$ cat config.mk
export PLATFORM = sky130hd
export DESIGN_NAME = wwm_projectile_ctrl
export DESIGN_NICKNAME = d
export VERILOG_FILES = /design/src/rtl/wwm_projectile_ctrl.sv
export SDC_FILE = /design/constraint.sdc
export NUM_CORES = 1
export LEC_CHECK = 0
export BUFFER_PORTS_ARGS = -buffer_cell sky130_fd_sc_hd__buf_2
export CAP_MARGIN = 30
export CORE_ASPECT_RATIO = 0.8
export CORE_MARGIN = 1.5
export CORE_UTILIZATION = 40
export CTS_CLUSTER_SIZE = 12
export DETAILED_ROUTE_END_ITERATION = 6
export HOLD_SLACK_MARGIN = 0.02
export PLACE_DENSITY = 0.63
export SYNTH_ARGS = -nofsm -noshare
export SYNTH_HDL_FRONTEND = slang
export SYNTH_SLANG_ARGS = --single-unit
$ cat constraint.sdc
create_clock -name clk -period 3.2 [get_ports clk]
set_input_delay 0.8 -clock clk [delete_from_list [all_inputs] [get_ports clk]]
set_output_delay 0.8 -clock clk [all_outputs]
set_load 0.005 [all_outputs]
$ cat src/rtl/wwm_projectile_ctrl.sv
// Projectile sequencer: latches launch velocity on Fire, steps a fixed-point position once per frame
// under gravity, and reports hit/miss. Define WWM_WIND_EN to add a signed wind input that nudges vx.
module wwm_projectile_ctrl #(
    parameter logic [9:0] LAUNCH_X = 10'd170,
    parameter logic [9:0] LAUNCH_Y = 10'd460,
    parameter int         FRAC     = 4,
    parameter int         VEL_W    = 10,
    parameter int         GRAVITY  = 3,
    parameter int         TGT_XL   = 650,
    parameter int         TGT_XH   = 675,
    parameter int         TGT_YL   = 470,
    parameter int         TGT_YH   = 475
) (
    input  logic                    clk,
    input  logic                    Reset,
    input  logic                    frame_tick,
    input  logic                    Fire,
    input  logic signed [VEL_W-1:0] vx_init,
    input  logic signed [VEL_W-1:0] vy_init,
`ifdef WWM_WIND_EN
    input  logic signed [3:0]       wind,
`endif
    output logic [9:0]              projectileCenterX,
    output logic [9:0]              projectileCenterY,
    output logic                    busy,
    output logic                    hit,
    output logic                    miss
);

    localparam int INT_W = 12;
    localparam int POS_W = INT_W + FRAC;

    localparam logic [1:0] S_IDLE   = 2'd0;
    localparam logic [1:0] S_FLIGHT = 2'd1;
    localparam logic [1:0] S_STEP   = 2'd2;
    localparam logic [1:0] S_CHECK  = 2'd3;

    localparam logic signed [INT_W-1:0] HIT_XL   = INT_W'(TGT_XL);
    localparam logic signed [INT_W-1:0] HIT_XH   = INT_W'(TGT_XH);
    localparam logic signed [INT_W-1:0] HIT_YL   = INT_W'(TGT_YL);
    localparam logic signed [INT_W-1:0] HIT_YH   = INT_W'(TGT_YH);
    localparam logic signed [INT_W-1:0] MISS_XHI = 12'sd775;
    localparam logic signed [INT_W-1:0] MISS_XLO = 12'sd160;
    localparam logic signed [INT_W-1:0] MISS_YHI = 12'sd475;
    localparam logic signed [INT_W-1:0] MISS_YLO = 12'sd50;

    localparam logic signed [VEL_W:0] VEL_MIN_X = {2'b11, {(VEL_W-1){1'b0}}};
    localparam logic signed [VEL_W:0] GRAV_X    = (VEL_W+1)'(GRAVITY);

    localparam logic signed [POS_W-1:0] LAUNCH_X_FP = {2'b00, LAUNCH_X, {FRAC{1'b0}}};
    localparam logic signed [POS_W-1:0] LAUNCH_Y_FP = {2'b00, LAUNCH_Y, {FRAC{1'b0}}};

    logic [1:0]              state_q, state_d;
    logic signed [POS_W-1:0] pos_x_q, pos_x_d;
    logic signed [POS_W-1:0] pos_y_q, pos_y_d;
    logic signed [VEL_W-1:0] vx_q, vx_d;
    logic signed [VEL_W-1:0] vy_q, vy_d;
    logic                    hit_q, hit_d;
    logic                    miss_q, miss_d;

    logic signed [POS_W-1:0] vx_ext, vy_ext;
    logic signed [VEL_W:0]   vy_grav;
    logic signed [VEL_W-1:0] vy_step;
    logic signed [VEL_W-1:0] vx_step;
    logic signed [INT_W-1:0] x_int, y_int;
    logic                    in_box, out_field;

    assign vx_ext  = $signed({{(POS_W-VEL_W){vx_q[VEL_W-1]}}, vx_q});
    assign vy_ext  = $signed({{(POS_W-VEL_W){vy_q[VEL_W-1]}}, vy_q});
    assign vy_grav = $signed({vy_q[VEL_W-1], vy_q}) - GRAV_X;
    assign vy_step = (vy_grav < VEL_MIN_X) ? VEL_MIN_X[VEL_W-1:0] : vy_grav[VEL_W-1:0];

`ifdef WWM_WIND_EN
    localparam logic signed [VEL_W:0] VEL_MAX_X = {2'b00, {(VEL_W-1){1'b1}}};
    logic signed [VEL_W:0] vx_wind;
    assign vx_wind = $signed({vx_q[VEL_W-1], vx_q}) + $signed({{(VEL_W-3){wind[3]}}, wind});
    assign vx_step = (vx_wind < VEL_MIN_X) ? VEL_MIN_X[VEL_W-1:0] :
                     (vx_wind > VEL_MAX_X) ? VEL_MAX_X[VEL_W-1:0] : vx_wind[VEL_W-1:0];
`else
    assign vx_step = vx_q;
`endif

    // Integer pixel part is kept signed and 12 bits wide so off-screen overshoot never wraps.
    assign x_int     = pos_x_q[POS_W-1:FRAC];
    assign y_int     = pos_y_q[POS_W-1:FRAC];
    assign in_box    = (x_int >= HIT_XL) && (x_int <= HIT_XH) && (y_int >= HIT_YL) && (y_int <= HIT_YH);
    assign out_field = (x_int >= MISS_XHI) || (x_int <= MISS_XLO) ||
                       (y_int >= MISS_YHI) || (y_int <= MISS_YLO);

    always_comb begin
        state_d = state_q;
        pos_x_d = pos_x_q;
        pos_y_d = pos_y_q;
        vx_d    = vx_q;
        vy_d    = vy_q;
        hit_d   = 1'b0;
        miss_d  = 1'b0;
        case (state_q)
            S_IDLE: begin
                if (Fire) begin
                    state_d = S_FLIGHT;
                    vx_d    = vx_init;
                    vy_d    = vy_init;
                    pos_x_d = LAUNCH_X_FP;
                    pos_y_d = LAUNCH_Y_FP;
                end
            end
            S_FLIGHT: begin
                if (frame_tick) state_d = S_STEP;
            end
            S_STEP: begin
                // Screen Y grows downward while vy is positive-up, hence the subtraction.
                pos_x_d = pos_x_q + vx_ext;
                pos_y_d = pos_y_q - vy_ext;
                vy_d    = vy_step;
                vx_d    = vx_step;
                state_d = S_CHECK;
            end
            S_CHECK: begin
                if (in_box) begin
                    hit_d   = 1'b1;
                    state_d = S_IDLE;
                end else if (out_field) begin
                    miss_d  = 1'b1;
                    state_d = S_IDLE;
                end else begin
                    state_d = S_FLIGHT;
                end
            end
            default: state_d = S_IDLE;
        endcase
    end

    // Outcome pulses are registered: tick sampled at edge n, position updates at n+1, pulse at n+2.
    always_ff @(posedge clk or negedge Reset) begin
        if (!Reset) begin
            state_q <= S_IDLE;
            pos_x_q <= LAUNCH_X_FP;
            pos_y_q <= LAUNCH_Y_FP;
            vx_q    <= '0;
            vy_q    <= '0;
            hit_q   <= 1'b0;
            miss_q  <= 1'b0;
        end else begin
            state_q <= state_d;
            pos_x_q <= pos_x_d;
            pos_y_q <= pos_y_d;
            vx_q    <= vx_d;
            vy_q    <= vy_d;
            hit_q   <= hit_d;
            miss_q  <= miss_d;
        end
    end

    assign projectileCenterX = pos_x_q[FRAC+9:FRAC];
    assign projectileCenterY = pos_y_q[FRAC+9:FRAC];
    assign busy              = (state_q != S_IDLE);
    assign hit               = hit_q;
    assign miss              = miss_q;

endmodule

Word level (Yosys, flattened, before mapping)
Cells that the tools add are included.

Output and inout port bits: 23. Bits of input ports: 24. Flip-flop bits (word level): 56.

Order comparisons: 9. Add/sub/neg operators: 3. Eq/ne operators: 5. Reductions and logical operators: 12. Mux-type cells: 17.

Operator list (count): $pmux 16 s2 (2); $mux 16 (2); $ge 12x10->1 const B (2); $ge 12x11->1 const B (2); $mux 10 (2); $pmux 10 s2 (1); $add 16x10->16 (1); $sub 16x10->16 (1); $le 12x10->1 const B (1); $le 12x11->1 const B (1); $le 12x7->1 const B (1); $le 12x9->1 const B (1); $lt 11x10->1 const B (1); $sub 10x3->11 const B (1); $pmux 2 s4 (1); $mux 1 (7); $reduce_and 2->1 (3); $eq 2x2->1 const B (2); $mux 2 (2); $ne 2x2->1 const B (2); $reduce_bool 2->1 (2); $logic_and 1x1->1 (3); $logic_or 1x1->1 (3); $eq 2x1->1 const B (1); $logic_not 2->1 (1).

Depth between registers and ports, before layout
Gate-level depths: netlist of the first run.

Word-level depth: 7. Depth in mapped cells: 11. Gate-level depth less buffers: 11.

Least setup slack after synthesis of the first run
OpenSTA, ideal clock, no wires.

Path type: reg2reg. Start: reg vy_q[0]. End: reg pos_y_q[14]. Library setup time: 69 ps. Buffers on the path: 0. Arrival time: 2596 ps. Setup slack: 535 ps. Required time: 3131 ps. Cell stages (with the launch flop): 11. Cells stage by stage: dfrtp_1 > ha_1 > inv_1 > fa_1 > a21o_1 > a21o_1 > a211o_1 > nand3_1 > a31oi_1 > or4b_2 > nand3_1.

Longest elaborated chain between the ends: 2.

Ends and longest elaborated chain: start, declared (RTL line 57) `logic signed [VEL_W-1:0] vy_q, vy_d;`; start signal, assigned (RTL line 149) `vy_q <= vy_d;`; $sub 16x10->16 (RTL line 114) `pos_y_d = pos_y_q - vy_ext;`; $pmux 16 s2 (RTL line 98) `case (state_q)`; end signal, assigned (RTL line 147) `pos_y_q <= pos_y_d;`; end, declared (RTL line 55) `logic signed [POS_W-1:0] pos_y_q, pos_y_d;`.

Every way passes these cells. A chain may end at the register's enable or synchronous reset.

Worst setup path in the final report of the first run
Same ends and word-level chain as after synthesis.

==> impl_metrics.env, run 1 <==
export IMPL_clk_latency_ns=0.30
export IMPL_p_switching_w=0.002868
export IMPL_setup_viol=0
export IMPL_slew_headroom_pct=47.85
export IMPL_drtIter0Drc=315
export IMPL_swShare_pct=48.19
export IMPL_peakVddDrop_mv=0.4538
export IMPL_clk_pin_slew_ns=0.07
export IMPL_max_freq_mhz=345.2
export IMPL_pre_cts_slack_ns=0.3401
export IMPL_crit_chain="ha_1 -> inv_1 -> fa_1 -> a21o_1 -> a21o_1 -> a211o_1 -> nand3_1 -> a31oi_1 -> or4b_2 -> nand3_1"
export IMPL_ys_ff_latch=56
export IMPL_period_share_pct=90.54
export IMPL_layout_setup_ws_ns=0.3028
export IMPL_first_pass_iters=4
export IMPL_dieArea_um2=11190
export IMPL_slowest_delay_ns=0.64
export IMPL_routed_wl_um=10330
export IMPL_fp_dieH_um=94.90
export IMPL_yosysUniqueCellTypes=64
export IMPL_grt_setup_unrepaired="no"
export IMPL_port_buffers=46
export IMPL_gp_congestion=0.9133
export IMPL_ctsHoldBuffers=0
export IMPL_seqPwrFrac_pct=24.9
export IMPL_dieWidth_um=117.9
export IMPL_drive_above_1_share_pct=18.77
export IMPL_grt_max_degree=57
export IMPL_min_path_type="flop to flop"
export IMPL_path_max_fanout=6
export IMPL_power_frac_comb_pct=65.7
export IMPL_wl_per_cell_um=16.00
export IMPL_syn_avg_cell_area_um2=8.871
export IMPL_period_needed_ns=2.897
export IMPL_utilization_pct=45.39
export IMPL_postLayoutCellArea_um2=4648
export IMPL_fp_row_count=33
export IMPL_grt_use_total_pct=19.21
export IMPL_synth_async_reset_ratio_pct=100.0
export IMPL_final_common_cell="dfrtp_1"
export IMPL_syn_nets=537
export IMPL_antenna_cells=0
export IMPL_post_cts_buffers=0
export IMPL_status="complete, no violations"
export IMPL_m1WireLength_um=5003
export IMPL_placed_cell_area_um2=4501
export IMPL_grt_pass1_vias=3517
export IMPL_final_hold_violation_count=0
export IMPL_wl_met2_um=4665
export IMPL_numClockSinks=56
export IMPL_power_share_clock_pct=9.5
export IMPL_grt_pass1_wl_um=17310
export IMPL_vias=3636
export IMPL_cts_made_buffers=5
export IMPL_cts_buffer_depth=2
export IMPL_drv_slew=0
export IMPL_internal_power_w=0.003084
export IMPL_worst_pin_slew_ns=0.7714
export IMPL_ant_nets=0
export IMPL_antenna_found_initial=0
export IMPL_final_cell_count_no_fill=646
export IMPL_io_pins=47
export IMPL_via_per_inst=5.628
export IMPL_area_growth_pct=10.07
export IMPL_start_kind="flop"
export IMPL_clock_root_buffer="clkbuf_16"
export IMPL_path_class="flop to flop"
export IMPL_finalNetCount=566
export IMPL_synth_ff_type="dfrtp_1"
export IMPL_highest_signal_layer="met4"
export IMPL_required_ns=3.43
export IMPL_tritoncts="done"
export IMPL_p_per_area_nw_per_um2=1280
export IMPL_synth_edf_count=0
export IMPL_placed_cells=638
export IMPL_skew_ns=0.006394
export IMPL_mostFrequentLayoutCells="47 x dfrtp_1, 46 x a21oi_1, 46 x buf_2, 39 x o21ai_0, 35 x ha_1"
export IMPL_synth_seq_area_share_pct=33.45
export IMPL_start_util_pct=41.24
export IMPL_cp_slowest_cell="or4b_2"
export IMPL_cts_htree_levels=2
export IMPL_arrival_ns=3.13
export IMPL_post_cts_resized=0
export IMPL_cp_end_kind="flop"
export IMPL_synth_cells=476
export IMPL_maxCapViolCount=0
export IMPL_syn_area_um2=4223
export IMPL_p_leak_nw=2.133
export IMPL_core_um2=10240
export IMPL_route_detailed_drc=0
export IMPL_synth_warnings=0
export IMPL_tns_ns=0
export IMPL_dp_hpwl_um=7661
export IMPL_overflow=0
export IMPL_dr_wl_met3_um=614
## registers in the layout, indices dropped and copies added, names as in the netlist
signal and cells:
hit 1, miss 1, pos_x_q 16, pos_y_q 16
state_q 2, vx_q 10, vy_q 10
## cells by family after synthesis
family          Yosys count  synth area share, %
compound gates          162                25.07
simple gates            130                15.91
mux                      14                3.615
buf+inv                  60                7.111
xor+xnor                 17                3.526
fa+ha+maj                37                11.32
flops                    56                33.45
## cell usage after synthesis, types with 7 or more instances
library cell   n  share of area, %
a21o_1        15               2.7
a21oi_1       46               5.5
a31oi_1        7               1.0
buf_4         20               3.6
clkbuf_1      12               1.1
dfrtp_1       47                28
dfstp_2        9               5.6
ha_1          35                10
inv_1         27               2.4
mux2_2        10               2.7
nand2_1       33               2.9
nand3_1       11               1.3
nand4_1        7               1.0
nor2_1        26               2.3
nor3_1        11               1.3
o21ai_0       40               4.7
xnor2_1       11               2.3
## critical path, delay by kind of cell (launching register included)
family          cells  cell delay, ns
simple gates        3            0.90
compound gates      4            0.83
fa+ha+maj           2            0.61
flops               1            0.45
buf+inv             1            0.05
## power by group through the flow
stage          Clock (W)  Sequential [W]  Combinational [W]
2_1_floorplan          0         0.00137            0.00311
3_3_place_gp           0         0.00149            0.00377
3_5_place_dp           0         0.00150            0.00385
4_1_cts         0.000582         0.00148            0.00389
5_1_grt         0.000612         0.00154            0.00438
6_report        0.000564         0.00148            0.00391
## worst paths after layout
check	from	end	slack, ns	cells after the start
worst max-delay path	vy_q[0]	pos_y_q[14]	0.30	10
max in group asynchronous	Reset	vx_q[6]	2.05	2
worst min register to register	pos_x_q[2]	pos_x_q[2]	0.50	2
min in group asynchronous	Reset	vy_q[3]	0.63	2
worst min-delay path	pos_x_q[2]	pos_x_q[2]	0.50	2
worst max register to register	vy_q[0]	pos_y_q[14]	0.30	10
## through the flow
stage / hold WS [ns] / total power [W]
floorplan: 0.4563 / 0.004482
global placement: 0.4818 / 0.005253
detailed placement: 0.4870 / 0.005346
CTS: 0.5079 / 0.005951
global route: 0.5292 / 0.006533
finish: 0.5045 / 0.005952
## cell type report
type | count | area (um2)
fill | 1035 | 5592
multi-input combinational | 360 | 2514
sequential | 56 | 1413
timing repair buffer | 55 | 297.8
tap | 140 | 175.2
clock buffer | 5 | 125.1
inverter | 27 | 101.3
clock inverter | 3 | 22.52
## per-layer routing
layer  global-route usage [%]  vias up
li1                         -     1800
met1                    27.00     1739
met2                    31.68       90
met3                    3.321        7
met4                    3.150        0
met5                        0        -
Power figures use the tool's default switching activity.
==> run 2: changes to the inputs <==
==> constraint.sdc (replaced) <==
create_clock -name clk -period 2.7 [get_ports clk]
set_input_delay 0.675 -clock clk [delete_from_list [all_inputs] [get_ports clk]]
set_output_delay 0.675 -clock clk [all_outputs]
set_load 0.005 [all_outputs]
==> run 2 against run 1 <==
Hold slack lost 0.13 ns. First-iteration DRC count fell by 34%. Core utilization up 1.8 points. Sequential cell count is the same. Non-clock buffer count up 15. Sequential share of layout area down 1.1 points. Critical path type unchanged. Fmax is 11% higher. Clock-buffer cell count unchanged. Power up 25%. Critical endpoint unchanged. Die area did not move.
==> impl_metrics.env, run 2 (same netlist as run 1, synthesis figures left out) <==
export IMPL_routed_wl_um=10640
export IMPL_period_needed_ns=2.608
export IMPL_fillers=1014
export IMPL_wl_per_cell_um=16.10
export IMPL_arrival_ns=2.85
export IMPL_post_cts_buffers=0
export IMPL_via_per_inst=5.644
export IMPL_power_w=0.007452
export IMPL_antenna_cells=0
export IMPL_grt_busiest_layer="met2"
export IMPL_cts_buffer_depth=2
export IMPL_clk_pin_slew_ns=0.08
export IMPL_reg_largest_list="pos_x_q x16, pos_y_q x16"
export IMPL_overflow=0
export IMPL_drive_above_1_share_pct=22.84
export IMPL_worst_pin_slew_ns=0.5894
export IMPL_seq_area_um2=1413
export IMPL_p_leak_nw=2.214
export IMPL_cts_made_buffers=5
export IMPL_dp_hpwl_um=7991
export IMPL_p_per_area_nw_per_um2=1543
export IMPL_gp_congestion=0.8711
export IMPL_setup_viol=0
export IMPL_route_detailed_drc=0
export IMPL_slew_headroom_pct=60.41
export IMPL_clk_latency_ns=0.30
export IMPL_drv_slew=0
export IMPL_reg2reg_depth=11
export IMPL_skew_ns=0.007347
export IMPL_final_hold_violation_count=0
export IMPL_first_pass_iters=5
export IMPL_area_growth_pct=14.40
export IMPL_drtIter0Drc=209
export IMPL_path_max_fanout=2
export IMPL_fp_row_count=33
export IMPL_grt_use_met2_pct=32.12
export IMPL_status="complete, no violations"
export IMPL_cp_end_kind="flop"
export IMPL_tns_ns=0
export IMPL_dieArea_um2=11190
export IMPL_numClockSinks=56
export IMPL_ff2ff_setup_slack_ns=0.09
export IMPL_core_um2=10240
export IMPL_vias=3731
export IMPL_mostFrequentLayoutCells="47 x dfrtp_1, 46 x buf_2, 44 x a21oi_1, 39 x o21ai_0"
export IMPL_cts_htree_levels=2
export IMPL_dieWidth_um=117.9
export IMPL_max_freq_mhz=383.4
export IMPL_grt_use_total_pct=19.77
export IMPL_required_ns=2.94
export IMPL_r2r_end="pos_y_q[14]"
export IMPL_port_buffers=46
export IMPL_antenna_found_initial=0
export IMPL_worstReg2RegStart="pos_y_q[0]"
export IMPL_maxCapViolCount=0
export IMPL_clock_root_buffer="clkbuf_16"
export IMPL_grt_pass1_vias=3724
export IMPL_io_pins=47
export IMPL_peakVddDrop_mv=0.6087
export IMPL_final_common_cell="dfrtp_1"
export IMPL_fp_dieH_um=94.90
export IMPL_ant_nets=0
export IMPL_min_path_type="primary input to asynchronous set/reset pin"
export IMPL_tritoncts="done"
export IMPL_path_class="flop to flop"
export IMPL_grt_pass1_wl_um=17780
export IMPL_gr_usage_met3_pct=4.046
export IMPL_start_kind="flop"
export IMPL_period_share_pct=96.60
export IMPL_multi_input_area_um2=2547
export IMPL_start_util_pct=41.24
export IMPL_finalNetCount=581
export IMPL_met1_usage_pct=27.40
export IMPL_grt_max_degree=35
==> run 2: final cells by class <==
cell class / instances / area share [%]
Clock buffer: 5 / 2.590
Clock inverter: 3 / 0.9583
Inverter: 27 / 2.098
Multi-Input combinational cell: 360 / 52.73
Sequential cell: 56 / 29.24
Tap cell: 140 / 3.626
Timing Repair Buffer: 70 / 8.754
==> run 2: worst max-delay path by stage <==
| stage | slack (ns) | from | endpoint |
|---|---|---|---|
| 2_1_floorplan | 0.03 | vy_q[0] | pos_y_q[14] |
| 3_3_place_gp | 0.05 | pos_y_q[0] | pos_y_q[14] |
| 3_5_place_dp | -0.002 | pos_y_q[0] | pos_y_q[14] |
| 4_1_cts | 0.02 | pos_y_q[0] | pos_y_q[14] |
| 5_1_grt | -0.01 | pos_x_q[7] | pos_x_q[15] |
| 6_report | 0.09 | pos_y_q[0] | pos_y_q[14] |
==> run 2: metal layers <==
layer | up-vias | routed length [um]
li1 | 1840 | -
met1 | 1774 | 5202
met2 | 107 | 4713
met3 | 10 | 626
met4 | 0 | 102
met5 | - | 0
==> run 2: repair_timing <==
item,in CTS,in global routing
pin swaps,0,1
resized for setup,1,8
setup endpoints to repair,1,3
hold buffers,0,0
endpoints found under the hold margin,0,0
==> run 2: worst max-delay path, cell delays in order (launching register included) <==
cell and delay [ns]:
dfrtp_1 0.36, inv_1 0.07, ha_2 0.17, inv_1 0.05
fa_2 0.34, a21o_1 0.16, a21o_1 0.19, a211o_1 0.29
nand3_2 0.10, a31oi_2 0.09, or4b_2 0.63, nand3_1 0.10
==> run 2: power breakdown <==
| group | switching, W | internal (W) |
|---|---|---|
| sequential | 0.000409 | 0.00128 |
| clock | 0.000327 | 0.000442 |
| combinational | 0.00279 | 0.00220 |
==> run 2: through the flow <==
stage          utilization (%)  worst slack (ns)  hold slack [ns]  std cells  cell area, um2
3_3_place_gp             45.17           0.05340           0.4780        653            4626
2_1_floorplan                -           0.03461           0.3794        476            4223
6_report                 47.18           0.09175           0.3760        661            4831
3_5_place_dp             45.17         -0.001735           0.4815        653            4626
5_1_grt                  47.18          -0.01305           0.4119        661            4831
4_1_cts                  46.90           0.01676           0.3942        661            4802
